$ cat config.mk
export PLATFORM = sky130hd
export DESIGN_NAME = uart_tx_arbiter
export DESIGN_NICKNAME = d
export VERILOG_FILES = /design/src/rtl/uart_tx_arbiter.sv
export SDC_FILE = /design/constraint.sdc
export NUM_CORES = 1
export LEC_CHECK = 0
export ABC_AREA = 1
export CAP_MARGIN = 40
export CORE_MARGIN = 1.5
export CORE_UTILIZATION = 45
export CTS_BUF_LIST = sky130_fd_sc_hd__clkbuf_4 sky130_fd_sc_hd__clkbuf_8 sky130_fd_sc_hd__clkbuf_16
export CTS_CLUSTER_DIAMETER = 120
export DETAILED_ROUTE_END_ITERATION = 10
export GPL_ROUTABILITY_DRIVEN = 0
export GPL_TIMING_DRIVEN = 0
export PLACE_DENSITY = 0.87
export SYNTH_ARGS = -nofsm -noshare
export SYNTH_HDL_FRONTEND = slang
export SYNTH_SLANG_ARGS = --single-unit
$ cat constraint.sdc
create_clock -name clk -period 2.6 [get_ports clk]
set_clock_uncertainty 0.1 [all_clocks]
set_input_delay 0.65 -clock clk [delete_from_list [all_inputs] [get_ports clk]]
set_output_delay 0.65 -clock clk [all_outputs]
set_load 0.01 [all_outputs]
$ cat src/rtl/uart_tx_arbiter.sv
// uart_tx_arbiter
// Shares one host-bound UART transmitter between NUM_SRC receive FIFOs.
// Each completed inbound message is sent as one ASCII line: the source's
// prefix character, the FIFO bytes as lowercase hex pairs, then 0x0A.
// Sources with pending messages are served round-robin.
//
// Ports:
//   clk            system clock
//   reset          asynchronous, active-low reset
//   src_req        per-source 1-cycle pulse: one complete message is queued
//   src_prefix     per-source static prefix character, source i at [8i+7:8i]
//   src_data       per-source FIFO head byte
//   src_valid      per-source FIFO non-empty
//   src_pop        per-source 1-cycle FIFO pop strobe (granted source only)
//   uart_tx_empty  UART can accept a character
//   uart_tx_latch  1-cycle character strobe to the UART
//   uart_tx_data   character, valid while uart_tx_latch is high (0 otherwise)
//   grant          one-hot source being sent, zero when idle
//   busy           high in every state except IDLE
//   pend_ovf       sticky: a request was dropped on a saturated counter
//   dbg_state      current FSM state (IDLE=0 PREFIX=1 HI=2 LO=3 EOL=4)
//
// Handshake: a character is transferred in any cycle where uart_tx_latch
// is high; that only happens when uart_tx_empty=1 and holdoff is clear,
// and the FSM advances on the same clock edge.
module uart_tx_arbiter #(
    parameter int NUM_SRC   = 2,
    parameter int MAX_BYTES = 16,
    parameter int PEND_W    = 2
) (
    input  logic                   clk,
    input  logic                   reset,
    input  logic [NUM_SRC-1:0]     src_req,
    input  logic [8*NUM_SRC-1:0]   src_prefix,
    input  logic [8*NUM_SRC-1:0]   src_data,
    input  logic [NUM_SRC-1:0]     src_valid,
    output logic [NUM_SRC-1:0]     src_pop,
    input  logic                   uart_tx_empty,
    output logic                   uart_tx_latch,
    output logic [7:0]             uart_tx_data,
    output logic [NUM_SRC-1:0]     grant,
    output logic                   busy,
    output logic                   pend_ovf,
    output logic [2:0]             dbg_state
);

    localparam int                IW       = $clog2(NUM_SRC);
    localparam logic [PEND_W-1:0] PEND_MAX = '1;
    localparam logic [7:0]        BYTE_LIM = 8'(MAX_BYTES);

    typedef enum logic [2:0] {
        S_IDLE   = 3'd0,
        S_PREFIX = 3'd1,
        S_HI     = 3'd2,
        S_LO     = 3'd3,
        S_EOL    = 3'd4
    } state_t;

    state_t            state_q, state_d;
    logic [IW-1:0]     idx_q, idx_d;
    logic [IW-1:0]     last_q, last_d;
    logic [7:0]        cnt_q, cnt_d;
    logic              holdoff_q;
    logic [PEND_W-1:0] pend_q [NUM_SRC];
    logic              ovf_q;

    logic [NUM_SRC-1:0] pend_inc, pend_dec, sat_hit;
    logic               pick_found;
    logic [IW-1:0]      pick_idx;
    logic               can_send, hi_skip;
    logic [7:0]         cur_data, cur_prefix, ch;
    logic               cur_valid;

    function automatic logic [7:0] hex_char(input logic [3:0] n);
        // 0x57 + 10 = 'a'
        return (n < 4'd10) ? (8'h30 + {4'h0, n}) : (8'h57 + {4'h0, n});
    endfunction

    assign cur_data   = src_data[{idx_q, 3'b000} +: 8];
    assign cur_prefix = src_prefix[{idx_q, 3'b000} +: 8];
    assign cur_valid  = src_valid[idx_q];
    // holdoff masks the cycle after each latch: UART empty deassert
    // latency, and the FIFO head refreshing after a pop.
    assign can_send   = uart_tx_empty && !holdoff_q;
    assign hi_skip    = (cnt_q == BYTE_LIM) || !cur_valid;

    assign busy      = (state_q != S_IDLE);
    assign grant     = busy ? ({{(NUM_SRC-1){1'b0}}, 1'b1} << idx_q) : '0;
    assign pend_ovf  = ovf_q;
    assign dbg_state = state_q;

    // Round-robin pick: first pending source after last_grant, wrapping.
    always_comb begin
        pick_found = 1'b0;
        pick_idx   = '0;
        for (int k = 1; k <= NUM_SRC; k++) begin
            int cand;
            cand = (int'(last_q) + k) % NUM_SRC;
            if (!pick_found && pend_q[IW'(cand)] != '0) begin
                pick_found = 1'b1;
                pick_idx   = IW'(cand);
            end
        end
    end

    always_comb begin
        pend_inc = '0;
        pend_dec = '0;
        sat_hit  = '0;
        for (int i = 0; i < NUM_SRC; i++) begin
            pend_inc[i] = src_req[i] && (pend_q[i] != PEND_MAX);
            sat_hit[i]  = src_req[i] && (pend_q[i] == PEND_MAX);
            pend_dec[i] = (state_q == S_IDLE) && pick_found && (pick_idx == IW'(i));
        end
    end

    always_ff @(posedge clk or negedge reset) begin
        if (!reset) begin
            for (int i = 0; i < NUM_SRC; i++) pend_q[i] <= '0;
            ovf_q <= 1'b0;
        end else begin
            for (int i = 0; i < NUM_SRC; i++) begin
                if (pend_inc[i] && !pend_dec[i])
                    pend_q[i] <= pend_q[i] + 1'b1;
                else if (!pend_inc[i] && pend_dec[i])
                    pend_q[i] <= pend_q[i] - 1'b1;
            end
            ovf_q <= ovf_q | (|sat_hit);
        end
    end

    // State register
    always_ff @(posedge clk or negedge reset) begin
        if (!reset) begin
            state_q   <= S_IDLE;
            idx_q     <= '0;
            last_q    <= IW'(NUM_SRC - 1);
            cnt_q     <= '0;
            holdoff_q <= 1'b0;
        end else begin
            state_q   <= state_d;
            idx_q     <= idx_d;
            last_q    <= last_d;
            cnt_q     <= cnt_d;
            holdoff_q <= uart_tx_latch;
        end
    end

    // Next-state logic
    always_comb begin
        state_d = state_q;
        idx_d   = idx_q;
        last_d  = last_q;
        cnt_d   = cnt_q;
        case (state_q)
            S_IDLE: begin
                if (pick_found) begin
                    idx_d   = pick_idx;
                    cnt_d   = '0;
                    state_d = S_PREFIX;
                end
            end
            S_PREFIX: if (can_send) state_d = S_HI;
            S_HI: begin
                // The skip to EOL does not wait for the UART.
                if (hi_skip)       state_d = S_EOL;
                else if (can_send) state_d = S_LO;
            end
            S_LO: begin
                if (can_send) begin
                    cnt_d   = cnt_q + 8'd1;
                    state_d = S_HI;
                end
            end
            S_EOL: begin
                if (can_send) begin
                    last_d  = idx_q;
                    state_d = S_IDLE;
                end
            end
            default: state_d = S_IDLE;
        endcase
    end

    // Output logic
    always_comb begin
        uart_tx_latch = 1'b0;
        ch            = 8'h00;
        src_pop       = '0;
        case (state_q)
            S_PREFIX: begin
                uart_tx_latch = can_send;
                ch            = cur_prefix;
            end
            S_HI: begin
                uart_tx_latch = can_send && !hi_skip;
                ch            = hex_char(cur_data[7:4]);
            end
            S_LO: begin
                uart_tx_latch = can_send;
                ch            = hex_char(cur_data[3:0]);
                src_pop       = can_send ? grant : '0;
            end
            S_EOL: begin
                uart_tx_latch = can_send;
                ch            = 8'h0A;
            end
            default: ;
        endcase
        uart_tx_data = uart_tx_latch ? ch : 8'h00;
    end

endmodule
==> impl_metrics.json <==
{
  "final.min_clock_period_ns": 2.69,
  "clkTransAtPathRegs_ns": 0.07,
  "finalMaxSlewViolations": 0,
  "cts_root_buffer": "clkbuf_8",
  "outcome": "finished with violations",
  "cts_max_level": 1,
  "powerDensity_nw_per_um2": 1110,
  "min_from": "pend_ovf$_DFF_PN0_",
  "yosysWarnings": 0,
  "insertion_delay_ns": 0.26,
  "rows": 22,
  "required_ns": 1.85,
  "synth.area.top_cells": "dfrtp_1 (26%), nand2_1 (18%), inv_1 (8.5%)",
  "clockBufferDepth": 2,
  "cap_violations": 0,
  "finalCritPeriodShare_pct": 103,
  "syn_inst": 278,
  "drt-initial-drc-count": 161,
  "setup_tns_ns": -0.306,
  "yosysTopAreaCell": "dfrtp_1",
  "synth_top_area_share_pct": 25.6,
  "dp_hpwl_um": 3780,
  "grt_first_pass_wirelength_um": 9300,
  "drive_above_1_share_pct": 32.2,
  "grtUsageTotal_pct": 28.3,
  "relSlewSlack_pct": 79.2,
  "ys_types": 32,
  "irDropWorstVdd_mv": 0.582,
  "hold_class": "reg -> reg",
  "die_area_sq_um": 4300,
  "rr_startpoint": "dbg_state[1]$_DFFE_PN0P_",
  "rr_worst_depth": 10,
  "crit-reg2reg-capture": "pend_q[3]$_DFFE_PN0P_",
  "cp_data_arrival_time_ns": 1.94,
  "die_h_um": 65.6,
  "stdcell_count": 411,
  "worstPathMaxFanout": 8,
  "grt_pass1_vias": 2103,
  "viasPerCell": 5.39,
  "mostFrequentLayoutCell": "nand2_1",
  "cts_tree": "built",
  "setup_ws_ns": -0.0907,
  "cts.sinks": 19,
  "violations": "negative setup slack",
  "ant_nets": 0,
  "core_sq_um": 3720,
  "wl_per_cell_um": 15.4,
  "worstMarginPinSlew_ns": 0.311,
  "holdPathEnd": "pend_ovf$_DFF_PN0_",
  "hold_path_depth": 1,
  "initial_core_util_pct": 47.4,
  "cp-start-kind": "flip-flop",
  "syn-num-nets": 323,
  "worst-r2r-setup-slack_ns": 0.42,
  "power.leakage_uw": 0.00152,
  "rsz0062_at_grt": "yes",
  "dp_cells": 383,
  "overflow": 0,
  "n_antenna_cell": 0,
  "mostFrequentLayoutCells": "nand2_1 (65), inv_1 (36), clkdlybuf4s50_1 (26), nand2_2 (25), buf_4 (20)",
  "ys_ff_latch": 19,
  "dr.pass1.iters": 4,
  "hold_viol_final": 0,
  "grt_antenna_before_repair": 0,
  "synth_area_sq_um": 1760,
  "cts_buffers": 3,
  "setup_violations": 6,
  "area_growth_pct": 63.7,
  "totalWireLength_um": 6330,
  "fp.dieW_um": 65.6,
  "synth_seq_area_share_pct": 27.0,
  "drc": 0,
  "crit_type": "reg -> out",
  "io_pins": 57,
  "fin_nets": 409,
  "syn_avg_cell_area_sq_um": 6.34,
  "max_freq_mhz": 372,
  "port_buffers": 56,
  "vias": 2214,
  "grt_max_degree": 15,
  "cp-end-kind": "output port"
}
[registers in the layout, indices dropped and copies added (netlist names)]
name	flops
last_q	1
cnt_q	8
pend_q	4
holdoff_q	1
pend_ovf	1
dbg_state	3
idx_q	1
[layer usage]
metal / GRT usage (%) / wire length (um) / vias to the layer above
li1: - / - / 1049
met1: 31.7 / 2380 / 1035
met4: 12.8 / 279 / 0
met2: 52.2 / 3250 / 105
met3: 4.45 / 421 / 25
met5: 0 / 0 / -
[worst max path at each step]
| stage | to | startpoint | cells past startpoint | slack [ns] |
|---|---|---|---|---|
| after floorplan | uart_tx_data[2] | src_data[4] | 11 | 0.30 |
| after global placement | uart_tx_data[2] | src_data[4] | 13 | -0.83 |
| after detailed placement | uart_tx_data[2] | src_data[4] | 13 | -0.86 |
| after CTS | uart_tx_data[2] | src_data[3] | 10 | 0.0002 |
| after global routing | uart_tx_data[2] | idx_q$_DFFE_PN0P_ | 13 | -0.13 |
| final | uart_tx_data[3] | idx_q$_DFFE_PN0P_ | 10 | -0.09 |
[critical path, cell delays in order, from the launching register on]
cell and delay (ns):
dfrtp_2 0.48, inv_2 0.10, buf_8 0.13, buf_4 0.12
nand2_2 0.06, nand2_2 0.08, nand2_4 0.08, nor3_1 0.21
nor2_1 0.08, a21oi_1 0.17, buf_2 0.16
[layout make-up]
cell class / count / area (sq um)
Sequential cell: 19 / 479
Buffer: 5 / 62.6
Clock buffer: 4 / 48.8
Inverter: 47 / 184
Tap cell: 48 / 60.1
Fill cell: 261 / 830
Multi-Input combinational cell: 207 / 1330
Timing Repair Buffer: 81 / 726
[cells in the mapped netlist (all sizes together)]
cell type  count
nand3b         2
o21ai         11
a21boi         2
nand3         30
a31oi          2
xor2           3
dfstp          1
nand4          7
mux2i          1
ha             6
nand2         99
nor2          21
nor3           6
or2            2
and3           1
a21oi         10
inv           47
buf            5
o211ai         1
dfrtp         18
xnor2          3
[cells by family (layout without fill, tap and decap cells)]
logic type | count (synthesis) | after routing | synth area share (%)
AOI/OAI and AO/OA | 26 | 26 | 8.59
xor gates and xnor gates | 6 | 6 | 2.98
DFF | 19 | 19 | 27.0
and+or+nand+nor | 168 | 168 | 43.9
muxes | 1 | 1 | 0.568
buffers and inverters | 52 | 137 | 12.6
adders and majority gates | 6 | 6 | 4.26
[power breakdown]
group	internal (uW)	switching, uW
registers	405	132
logic	1050	1380
clock network	120	105
total	1580	1620
[per-stage QoR]
stage / hold slack, ns / util [%] / power [uW] / area, sq um / worst slack [ns]
final: 0.379 / 77.7 / 3190 / 2890 / -0.0907
after global routing: 0.414 / 77.7 / 3400 / 2890 / -0.131
after CTS: 0.382 / 70.7 / 2700 / 2630 / 0.000245
after detailed placement: 0.359 / 64.5 / 2230 / 2400 / -0.859
after global placement: 0.357 / 64.1 / 2160 / 2380 / -0.832
after floorplan: 0.254 / - / 1680 / 1760 / 0.296
[what timing repair did]
item	CTS	global route
hold buffers	0	0
setup buffers	11	13
pin swaps	29	18
setup endpoints to repair	12	10
gates resized for setup	89	48
Note: power is estimated with default switching activity, not from simulation.
